<file path="config.mk">
export PLATFORM = sky130hd
export DESIGN_NAME = t5_lsu_flat
export DESIGN_NICKNAME = d
export VERILOG_FILES = /design/src/rtl/t5_lsu_if.sv /design/src/rtl/t5_lsu.sv /design/src/flat_wrapper.sv
export SDC_FILE = /design/constraint.sdc
export NUM_CORES = 1
export LEC_CHECK = 0
export ABC_AREA = 1
export CORE_ASPECT_RATIO = 0.6
export CORE_MARGIN = 3
export CORE_UTILIZATION = 44
export DETAILED_ROUTE_END_ITERATION = 6
export GPL_ROUTABILITY_DRIVEN = 0
export HOLD_SLACK_MARGIN = 0.15
export MAX_ROUTING_LAYER = met4
export PLACE_DENSITY_LB_ADDON = 0.08
export SLEW_MARGIN = 20
export SYNTH_ARGS = -nofsm -noshare
export SYNTH_HDL_FRONTEND = slang
export SYNTH_SLANG_ARGS = --single-unit
</file>
<file path="constraint.sdc">
create_clock -name sclk -period 2 [get_ports sclk]
set_input_delay 0.6 -clock sclk [delete_from_list [all_inputs] [get_ports sclk]]
set_output_delay 0.6 -clock sclk [all_outputs]
set_load 0.05 [all_outputs]
</file>
<file path="src/rtl/t5_lsu_if.sv">
// ============================================================================
// Module   : t5_lsu_if
// Brief    : Data-bus bundle between the t5 load/store unit and memory.
// Revision : 1.0 - initial release
// ============================================================================
`default_nettype none

interface t5_lsu_if;
  logic        dwb_cyc_o;
  logic        dwb_stb_o;
  logic        dwb_we_o;
  logic [31:2] dwb_adr_o;
  logic [3:0]  dwb_sel_o;
  logic [31:0] dwb_dat_o;
  logic [31:0] dwb_dat_i;
  logic        dwb_ack_i;
  logic        dwb_err_i;

  modport master (
    output dwb_cyc_o, dwb_stb_o, dwb_we_o, dwb_adr_o, dwb_sel_o, dwb_dat_o,
    input  dwb_dat_i, dwb_ack_i, dwb_err_i
  );

  modport slave (
    input  dwb_cyc_o, dwb_stb_o, dwb_we_o, dwb_adr_o, dwb_sel_o, dwb_dat_o,
    output dwb_dat_i, dwb_ack_i, dwb_err_i
  );
endinterface

`default_nettype wire

</file>
<file path="src/rtl/t5_lsu.sv">
// ============================================================================
// Module   : t5_lsu
// Brief    : t5 load/store unit; one data-bus cycle per request, load extension.
// Revision : 1.0 - initial release
// ============================================================================
`default_nettype none

module t5_lsu #(
  parameter int TIMEOUT = 255
) (
  input  wire logic         sclk,
  input  wire logic         srst,
  input  wire logic         xreq,
  input  wire logic         xwe,
  input  wire logic [14:12] xfn3,
  input  wire logic [31:0]  xadr,
  input  wire logic [31:0]  xdat,
  t5_lsu_if.master          dwb,
  output logic              lstall,
  output logic [31:0]       mdat,
  output logic              mvld,
  output logic [1:0]        xstb,
  output logic              xwre,
  output logic              xerr
);

  localparam logic [7:0] c_timeout = 8'(TIMEOUT);

  typedef enum logic [0:0] {
    S_IDLE = 1'b0,
    S_BUS  = 1'b1
  } state_t;

  state_t      r_state;
  state_t      w_state_nxt;

  logic        r_cyc;
  logic        r_we;
  logic [31:2] r_adr;
  logic [1:0]  r_lane;
  logic [3:0]  r_sel;
  logic [31:0] r_dat;
  logic [2:0]  r_fn3;
  logic [7:0]  r_cnt;
  logic [31:0] r_mdat;
  logic        r_mvld;
  logic [1:0]  r_xstb;
  logic        r_xwre;
  logic        r_xerr;

  logic [1:0]  w_size;
  logic        w_misaligned;
  logic        w_accept;
  logic        w_trap;
  logic        w_timeout;
  logic        w_abort;
  logic [3:0]  w_sel;
  logic [7:0]  w_byte;
  logic [15:0] w_half;
  logic [31:0] w_ext;

  // Size 3 falls into the word case everywhere.
  assign w_size       = xfn3[13:12];
  assign w_misaligned = ((w_size == 2'b01) && xadr[0]) ||
                        (w_size[1] && (xadr[1:0] != 2'b00));
  assign w_accept     = (r_state == S_IDLE) && xreq && !w_misaligned;
  assign w_trap       = (r_state == S_IDLE) && xreq && w_misaligned;
  assign w_timeout    = (r_cnt == c_timeout);
  assign w_abort      = (r_state == S_BUS) && (dwb.dwb_err_i || w_timeout);

  always_comb begin
    w_sel = 4'b0000;
    case (w_size)
      2'b00:   w_sel = 4'b0001 << xadr[1:0];
      2'b01:   w_sel = xadr[1] ? 4'b1100 : 4'b0011;
      default: w_sel = 4'b1111;
    endcase
  end

  always_comb begin
    w_byte = dwb.dwb_dat_i[7:0];
    case (r_lane)
      2'b00:   w_byte = dwb.dwb_dat_i[7:0];
      2'b01:   w_byte = dwb.dwb_dat_i[15:8];
      2'b10:   w_byte = dwb.dwb_dat_i[23:16];
      default: w_byte = dwb.dwb_dat_i[31:24];
    endcase
    w_half = r_lane[1] ? dwb.dwb_dat_i[31:16] : dwb.dwb_dat_i[15:0];
    case (r_fn3[1:0])
      2'b00:   w_ext = {{24{w_byte[7] & ~r_fn3[2]}}, w_byte};
      2'b01:   w_ext = {{16{w_half[15] & ~r_fn3[2]}}, w_half};
      default: w_ext = dwb.dwb_dat_i;
    endcase
  end

  always_ff @(posedge sclk or negedge srst) begin
    if (!srst) begin
      r_state <= S_IDLE;
    end else begin
      r_state <= w_state_nxt;
    end
  end

  // lstall covers the accept cycle so execute holds its operands until done.
  always_comb begin
    w_state_nxt = r_state;
    lstall      = 1'b0;
    case (r_state)
      S_IDLE: begin
        if (w_accept) begin
          w_state_nxt = S_BUS;
          lstall      = 1'b1;
        end
      end
      S_BUS: begin
        if (w_abort || dwb.dwb_ack_i) begin
          w_state_nxt = S_IDLE;
        end else begin
          lstall      = 1'b1;
        end
      end
      default: w_state_nxt = S_IDLE;
    endcase
  end

  always_ff @(posedge sclk or negedge srst) begin
    if (!srst) begin
      r_cyc  <= 1'b0;
      r_we   <= 1'b0;
      r_adr  <= '0;
      r_lane <= 2'b00;
      r_sel  <= 4'b0000;
      r_dat  <= '0;
      r_fn3  <= 3'b000;
      r_cnt  <= 8'd0;
      r_mdat <= '0;
      r_mvld <= 1'b0;
      r_xstb <= 2'b00;
      r_xwre <= 1'b0;
      r_xerr <= 1'b0;
    end else begin
      r_mvld <= 1'b0;
      r_xerr <= 1'b0;
      r_xstb <= 2'b00;
      if (w_accept) begin
        r_cyc  <= 1'b1;
        r_we   <= xwe;
        r_adr  <= xadr[31:2];
        r_lane <= xadr[1:0];
        r_sel  <= w_sel;
        r_dat  <= xdat;
        r_fn3  <= xfn3;
        r_cnt  <= 8'd0;
      end
      if (w_trap) begin
        r_xstb <= 2'b11;
        r_xwre <= xwe;
      end
      if (r_state == S_BUS) begin
        if (r_cnt != 8'hFF) begin
          r_cnt <= r_cnt + 8'd1;
        end
        // Error or timeout takes precedence over a coincident ack.
        if (w_abort) begin
          r_cyc  <= 1'b0;
          r_xerr <= 1'b1;
          r_xwre <= r_we;
        end else if (dwb.dwb_ack_i) begin
          r_cyc  <= 1'b0;
          r_xstb <= 2'b10;
          if (!r_we) begin
            r_mdat <= w_ext;
            r_mvld <= 1'b1;
          end
        end
      end
    end
  end

  assign dwb.dwb_cyc_o = r_cyc;
  assign dwb.dwb_stb_o = r_cyc;
  assign dwb.dwb_we_o  = r_we;
  assign dwb.dwb_adr_o = r_adr;
  assign dwb.dwb_sel_o = r_sel;
  assign dwb.dwb_dat_o = r_dat;

  assign mdat = r_mdat;
  assign mvld = r_mvld;
  assign xstb = r_xstb;
  assign xwre = r_xwre;
  assign xerr = r_xerr;

endmodule

`default_nettype wire
</file>
<file path="src/flat_wrapper.sv">
// flat-port wrapper written by rule: the top's interface ports become plain ports
module t5_lsu_flat 
#(
  parameter int TIMEOUT = 255
)
  (sclk, srst, xreq, xwe, xfn3, xadr, xdat, lstall, mdat, mvld, xstb, xwre, xerr, dwb_dwb_cyc_o, dwb_dwb_stb_o, dwb_dwb_we_o, dwb_dwb_adr_o, dwb_dwb_sel_o, dwb_dwb_dat_o, dwb_dwb_dat_i, dwb_dwb_ack_i, dwb_dwb_err_i);
  t5_lsu_if dwb_i ();
  input  wire logic sclk;
  input  wire logic srst;
  input  wire logic xreq;
  input  wire logic xwe;
  input  wire logic [14:12] xfn3;
  input  wire logic [31:0] xadr;
  input  wire logic [31:0] xdat;
  output logic lstall;
  output logic [31:0] mdat;
  output logic mvld;
  output logic [1:0] xstb;
  output logic xwre;
  output logic xerr;
  output wire logic [$bits(dwb_i.dwb_cyc_o)-1:0] dwb_dwb_cyc_o;
  output wire logic [$bits(dwb_i.dwb_stb_o)-1:0] dwb_dwb_stb_o;
  output wire logic [$bits(dwb_i.dwb_we_o)-1:0] dwb_dwb_we_o;
  output wire logic [$bits(dwb_i.dwb_adr_o)-1:0] dwb_dwb_adr_o;
  output wire logic [$bits(dwb_i.dwb_sel_o)-1:0] dwb_dwb_sel_o;
  output wire logic [$bits(dwb_i.dwb_dat_o)-1:0] dwb_dwb_dat_o;
  input wire logic [$bits(dwb_i.dwb_dat_i)-1:0] dwb_dwb_dat_i;
  input wire logic [$bits(dwb_i.dwb_ack_i)-1:0] dwb_dwb_ack_i;
  input wire logic [$bits(dwb_i.dwb_err_i)-1:0] dwb_dwb_err_i;
  assign dwb_dwb_cyc_o = dwb_i.dwb_cyc_o;
  assign dwb_dwb_stb_o = dwb_i.dwb_stb_o;
  assign dwb_dwb_we_o = dwb_i.dwb_we_o;
  assign dwb_dwb_adr_o = dwb_i.dwb_adr_o;
  assign dwb_dwb_sel_o = dwb_i.dwb_sel_o;
  assign dwb_dwb_dat_o = dwb_i.dwb_dat_o;
  assign dwb_i.dwb_dat_i = dwb_dwb_dat_i;
  assign dwb_i.dwb_ack_i = dwb_dwb_ack_i;
  assign dwb_i.dwb_err_i = dwb_dwb_err_i;
  t5_lsu #(.TIMEOUT(TIMEOUT)) u_core (.sclk(sclk), .srst(srst), .xreq(xreq), .xwe(xwe), .xfn3(xfn3), .xadr(xadr), .xdat(xdat), .dwb(dwb_i), .lstall(lstall), .mdat(mdat), .mvld(mvld), .xstb(xstb), .xwre(xwre), .xerr(xerr));
endmodule
</file>
==> impl_metrics.json, run 1 <==
{
  "timing.fmax_mhz": 458.5,
  "tightestPinTransition_ns": 0.4001,
  "fin_skew_ns": 0.008237,
  "crit_fanout": 2,
  "htree_levels": 4,
  "ir_worst_vdd_mv": 0.7252,
  "wl_um": 16640,
  "cts.sinks": 119,
  "first_global_vias": 5554,
  "clk_latency_ns": 0.41,
  "dp_cells": 1072,
  "drv_slew": 0,
  "critPathLaunchType": "input port",
  "setup_viol": 1,
  "n_antenna_cell": 0,
  "netlist_top_cells_area": "dfrtp_1 55%, nand2_1 29%, nand3_1 4.1%",
  "synth.cell_area_um2": 5445,
  "post-place-ws_ns": -0.3687,
  "crit_top_cell": "nand2_2",
  "drv_cap": 0,
  "clk_path_buf_depth": 2,
  "postLayoutCellArea_um2": 8366,
  "fin_crit_sh_pct": 109.1,
  "layout-drive-gt1-share_pct": 21.27,
  "critPathArrivalTime_ns": 1.58,
  "rsz0062_at_grt": "yes",
  "track_usage_pct": 25.01,
  "grt_max_degree": 73,
  "power_mw": 11.38,
  "fin_tns_setup_ns": -0.1811,
  "setup.worst_path.class": "in -> out",
  "area_growth_pct": 53.63,
  "dp_hpwl_um": 11890,
  "critical-path-slowest-cell": "clkdlybuf4s50_1",
  "drt-wirelength-per-cell_um": 14.87,
  "antenna_found_initial": 0,
  "required_ns": 1.40,
  "drcViolationCount": 0,
  "async_reset_ff_share_pct": 100.0,
  "syn-num-nets": 813,
  "antenna_left": 0,
  "core_um2": 11670,
  "die_area_um2": 13790,
  "synth_warnings": 0,
  "synth.largest_area_cell": "dfrtp_1",
  "finalNonFillerCells": 1119,
  "hp-class": "reg -> reg",
  "violations": "negative setup slack",
  "critPathMaxStageDelay_ns": 0.46,
  "dpl_cell_area_um2": 7562,
  "io_buffers": 211,
  "p_leak_nw": 4.566,
  "pin_count": 212,
  "viasPerCell": 4.853,
  "start_util_pct": 46.65,
  "relSlewSlack_pct": 73.23,
  "grt_pass1_wl_um": 26590,
  "drt_pass1_iterations": 5,
  "synth_top_area_share_pct": 54.69,
  "synth_edf_count": 0,
  "setup_ws_ns": -0.1811,
  "tritoncts": "built",
  "synth_seq_cells": 119,
  "fin_crit_ns": 2.181,
  "synthFlopType": "dfrtp_1",
  "cts_root_buffer": "clkbuf_16",
  "row_count": 30,
  "synth_common_cells": "417 x nand2_1, 119 x dfrtp_1, 45 x nand3_1",
  "vias": 5430,
  "path_buf_inv": 3,
  "grt_overflow": 0,
  "p_per_area_nw_per_um2": 1360,
  "path_cells": "clkdlybuf4s50_1, inv_1, nand2_2, nand2_2, nand2_2, o21ai_4, buf_6",
  "detail_route.iter0.violations": 218,
  "postSynthAreaPerCell_um2": 7.702,
  "die_h_um": 92.17,
  "nets": 1052,
  "finalHoldViolCount": 0,
  "synthDistinctLibCells": 23,
  "die_x_um": 149.6,
  "syn_inst": 707,
  "numCtsBuffers": 17,
  "synth_most_common_cell": "nand2_1",
  "crit_family": "buffers and inverters",
  "status": "finished, violations left",
  "seq_area_frac_synth_pct": 54.69,
  "clk_pin_slew_worst_paths_ns": 0.06,
  "end_kind": "output port"
}
==> sequential cells by signal, indices dropped and copies added (netlist names), 2 cells and up <==
| signal | flops |
|---|---|
| u_core.mdat | 32 |
| u_core.dwb.dwb_sel_o | 4 |
| u_core.dwb.dwb_adr_o | 30 |
| u_core.dwb.dwb_dat_o | 32 |
| u_core.xstb | 2 |
| u_core.r_fn3 | 3 |
| u_core.r_cnt | 8 |
| u_core.r_lane | 2 |
==> report_power, final <==
| group | switching [mW] | internal (mW) | total (mW) |
|---|---|---|---|
| clock network | 1.13 | 2.01 | 3.13 |
| registers | 0.418 | 3.04 | 3.45 |
| logic | 3.31 | 1.48 | 4.79 |
==> per-layer routing <==
metal	part of all wire, %	global-route usage, %
met2	46	38.16
met4	1.5	8.225
met3	9.0	7.753
met5	0	-
met1	43	32.01
==> cells in the final DEF, fill, tap and decap left out, types with 2 or more instances in the layout <==
cell             count
o21ai_0             24
buf_12               5
nand3_2              2
dlygate4sd2_1        2
bufinv_16            3
inv_6                2
nor2_1               9
inv_2                6
clkinv_4             5
clkdlybuf4s50_1     99
clkbuf_16           18
a21oi_1              4
nand2_4              3
buf_4              141
inv_1               35
nand3_1             44
dfrtp_1            119
nor2_4               2
clkinvlp_4           2
dlymetal6s2s_1       2
nand2_2              4
nand2_1            413
==> worst reg2reg max path: stages, from the launching register on <==
cell	delay [ns]
dfrtp_1	0.37
buf_4	0.16
nor2_2	0.15
nand2_2	0.10
buf_4	0.14
buf_4	0.21
inv_2	0.16
buf_12	0.21
nand2_1	0.11
nand2_1	0.07
==> cells by family after synthesis <==
| logic type | share of synthesized area [%] |
|---|---|
| flops | 54.69 |
| simple gates | 35.27 |
| fa+ha+maj | 0.2297 |
| buf+inv | 6.755 |
| compound gates | 3.056 |
==> layout make-up <==
class                      instances  area (um2)
clock buffer                      19       442.9
inverter                          41       153.9
sequential                       119        2978
tap                              160       200.2
timing repair buffer             253        2266
fill                             901        3308
multi-input combinational        514        2153
clock inverter                    13       171.4
==> final timing paths <==
check / cells past startpoint / slack (ns) / startpoint / to
worst min-delay path: 2 / 0.48 / u_core.mdat[9] / u_core.mdat[9]
worst max-delay path: 7 / -0.18 / xfn3[12] / lstall
worst max register to register: 9 / 0.28 / u_core.r_state / u_core.dwb.dwb_adr_o[22]
max in group asynchronous: 3 / 0.79 / srst / u_core.dwb.dwb_sel_o[3]
min in group asynchronous: 2 / 0.64 / srst / u_core.r_cnt[5]
worst min register to register: 2 / 0.48 / u_core.mdat[9] / u_core.mdat[9]
==> what timing repair did <==
item | 4_1_cts | 5_1_grt
hold endpoints to repair | 18 | 0
cloned | 0 | 1
resized for setup | 11 | 7
buffers inserted | 12 | 2
setup endpoints to repair | 1 | 34
pin swaps | 6 | 5
hold buffers | 1 | 0
==> through the flow <==
| step | hold slack [ns] | util, % |
|---|---|---|
| CTS | 0.4818 | 71.13 |
| floorplan | 0.3044 | - |
| global route | 0.4967 | 71.66 |
| finish | 0.4832 | 71.66 |
| global placement | 0.4644 | 64.78 |
| detailed placement | 0.4658 | 64.78 |
Power figures use the tool's default switching activity.
==> run 2, diff against run 1 <==
--- a/config.mk
+++ b/config.mk
@@ -18,3 +18,4 @@
 export SYNTH_ARGS = -nofsm -noshare
 export SYNTH_HDL_FRONTEND = slang
 export SYNTH_SLANG_ARGS = --single-unit
+export TNS_END_PERCENT = 10
==> results of run 2 <==
No change in the layout: final DEF, timing and power equal those of run 1.
==> run 3, diff against run 2 <==
--- a/config.mk
+++ b/config.mk
@@ -5,10 +5,9 @@
 export SDC_FILE = /design/constraint.sdc
 export NUM_CORES = 1
 export LEC_CHECK = 0
-export ABC_AREA = 1
 export CORE_ASPECT_RATIO = 0.6
 export CORE_MARGIN = 3
-export CORE_UTILIZATION = 44
+export CORE_UTILIZATION = 43
 export DETAILED_ROUTE_END_ITERATION = 6
 export GPL_ROUTABILITY_DRIVEN = 0
 export HOLD_SLACK_MARGIN = 0.15
==> impl_metrics.json, run 3 <==
{
  "status": "finished, violations left",
  "violations": "negative setup slack",
  "clk_pin_slew_worst_paths_ns": 0.06,
  "dpl_cell_area_um2": 7548,
  "numCtsBuffers": 17,
  "track_usage_pct": 23.27,
  "setup_viol": 1,
  "timing.rr.start": "u_core.r_cnt[1]",
  "fin_tns_setup_ns": -0.4250,
  "critPathArrivalTime_ns": 1.82,
  "hold_end": "u_core.r_cnt[5]",
  "antenna_found_initial": 0,
  "synthDistinctLibCells": 48,
  "viasPerCell": 5.216,
  "setup_ws_ns": -0.4250,
  "rrSetupSlack_ns": 0.17,
  "seq_area_frac_synth_pct": 57.32,
  "hp-class": "reg -> reg",
  "min_path_cells": 1,
  "synth_edf_count": 0,
  "end_kind": "output port",
  "multi_input_area_um2": 2093,
  "drt_pass1_iterations": 5,
  "detail_route.iter0.violations": 249,
  "synthFlopType": "dfrtp_1",
  "postSynthAreaPerCell_um2": 12.14,
  "cts.sinks": 119,
  "required_ns": 1.40,
  "area_growth_pct": 58.69,
  "pin_count": 212,
  "dp_cells": 815,
  "p_per_area_nw_per_um2": 1433,
  "die_h_um": 91.14,
  "core_um2": 11560,
  "layout-drive-gt1-share_pct": 42.20,
  "grt_pass1_wl_um": 24010,
  "drcViolationCount": 0,
  "antenna_left": 0,
  "synth.cell_area_um2": 5195,
  "die_x_um": 147.9,
  "final_common_cell": "buf_4",
  "syn-num-nets": 534,
  "synth_most_common_cell": "dfrtp_1",
  "critPathLaunchType": "flop",
  "r2r_end": "u_core.r_cnt[3]",
  "ff_latch_area_um2": 2978,
  "row_count": 30,
  "drv_cap": 0,
  "finalHoldViolCount": 0,
  "vias": 4444,
  "die_area_um2": 13480,
  "syn_inst": 428,
  "wl_um": 15200,
  "power_mw": 11.81,
  "drt-wirelength-per-cell_um": 17.84,
  "hold_start": "u_core.r_cnt[5]",
  "fillers": 833,
  "synth.largest_area_cell": "dfrtp_1",
  "cts_root_buffer": "clkbuf_16",
  "postLayoutCellArea_um2": 8244,
  "rsz0062_at_grt": "yes",
  "synth_common_cells": "119 x dfrtp_1, 72 x mux2_2, 40 x nand2_1",
  "fin_skew_ns": 0.009642,
  "clk_latency_ns": 0.41,
  "nets": 785,
  "synth_top_area_share_pct": 57.32,
  "critical-path-slowest-cell": "dfrtp_1",
  "start_util_pct": 44.94,
  "grt_max_degree": 43,
  "synth_seq_cells": 119,
  "async_reset_ff_share_pct": 100.0,
  "drv_slew": 0,
  "setup.worst_path.class": "reg -> out",
  "final_util_pct": 71.31,
  "clk_path_buf_depth": 2,
  "n_antenna_cell": 0,
  "fin_crit_ns": 2.425,
  "htree_levels": 4,
  "layout_common_cells": "149 x buf_4, 119 x dfrtp_1, 103 x clkdlybuf4s50_1",
  "worstRegToRegCells": 6,
  "path_cells": "ha_2, and3_4, a31oi_4, nand2b_4, o21ai_4, buf_8",
  "synth_warnings": 0,
  "crit_fanout": 2,
  "tritoncts": "built",
  "netlist_top_cells_area": "dfrtp_1 57%, mux2_2 16%, a31oi_1 2.9%",
  "dp_hpwl_um": 11300,
  "grt_overflow": 0,
  "io_buffers": 211,
  "tightestPinTransition_ns": 0.4714,
  "p_leak_nw": 3.684,
  "first_global_vias": 4553,
  "timing.fmax_mhz": 412.4,
  "ir_worst_vdd_mv": 0.6831,
  "finalNonFillerCells": 852,
  "critPathMaxStageDelay_ns": 0.39,
  "fin_crit_sh_pct": 121.2,
  "relSlewSlack_pct": 68.57
}
run 3: cell count changes after synthesis, moves of 18 or more:
cell / change
inv_1: -32
o21ai_0: -18
a31oi_1: +24
nor2_1: +26
nand3_1: -28
mux2_2: +72
nand2_1: -377
run 3: where the power goes:
part	internal [mW]	switching, mW	leakage (nW)	total (mW)
clock	2.09	1.15	0.303	3.24
sequential	3.07	0.438	1.41	3.51
combinational	1.75	3.31	1.97	5.06
run 3: layout make-up:
| class | count | share of cell area (%) |
|---|---|---|
| Multi-Input combinational cell | 274 | 25.39 |
| Clock buffer | 17 | 5.160 |
| Inverter | 5 | 0.2277 |
| Tap cell | 160 | 2.428 |
| Sequential cell | 119 | 36.12 |
| Timing Repair Buffer | 262 | 28.21 |
| Clock inverter | 15 | 2.459 |
run 3: critical path: cells and delay by family (launching register included):
kind	cells	cell delay (ns)
AO/OA/AOI/OAI	2	0.37
adder cells (fa/ha/maj)	1	0.21
buffers and inverters	1	0.17
flip-flops	1	0.39
AND/OR/NAND/NOR	2	0.28
run 3: logic make-up (layout without fill, tap and decap cells):
kind of cell | Yosys count | count (layout) | synth area share [%]
adder cells (fa/ha/maj) | 1 | 1 | 0.2408
multiplexers | 78 | 78 | 17.00
XOR/XNOR | 1 | 1 | 0.1686
flip-flops | 119 | 119 | 57.32
AO/OA/AOI/OAI | 76 | 76 | 11.20
buffers and inverters | 35 | 299 | 3.468
AND/OR/NAND/NOR | 118 | 118 | 10.60
run 3: stage by stage:
| stage | hold slack [ns] | worst slack, ns |
|---|---|---|
| 6_report | 0.4940 | -0.4250 |
| 5_1_grt | 0.5097 | -0.4861 |
| 4_1_cts | 0.5006 | -0.4147 |
| 3_5_place_dp | 0.4830 | -0.4464 |
| 3_3_place_gp | 0.4733 | -0.3497 |
| 2_1_floorplan | 0.3044 | -0.1173 |
run 3: worst max-delay path by stage:
stage,from,end,slack [ns],depth (start not counted)
2_1_floorplan,u_core.r_cnt[0],lstall,-0.12,6
3_3_place_gp,xadr[0],u_core.dwb.dwb_dat_o[26],-0.35,6
3_5_place_dp,xreq,lstall,-0.45,5
4_1_cts,u_core.r_cnt[0],lstall,-0.41,6
5_1_grt,u_core.r_cnt[1],lstall,-0.49,6
6_report,u_core.r_cnt[1],lstall,-0.42,6
run 3: per-layer routing:
layer	up-vias	share of wire (%)	track usage, %	routed length [um]
met3	21	7.9	6.733	1205
met1	2198	43	29.99	6509
li1	2048	-	-	-
met2	177	48	35.65	7253
met5	-	0	-	0
met4	0	1.5	7.917	230
run 3: repair_timing:
action / in CTS / in global routing
pin swaps: 3 / 3
hold buffers: 1 / 0
setup buffers: 1 / 3
endpoints found under the hold margin: 24 / 0
resized for setup: 4 / 3
endpoints found under the setup margin: 1 / 41
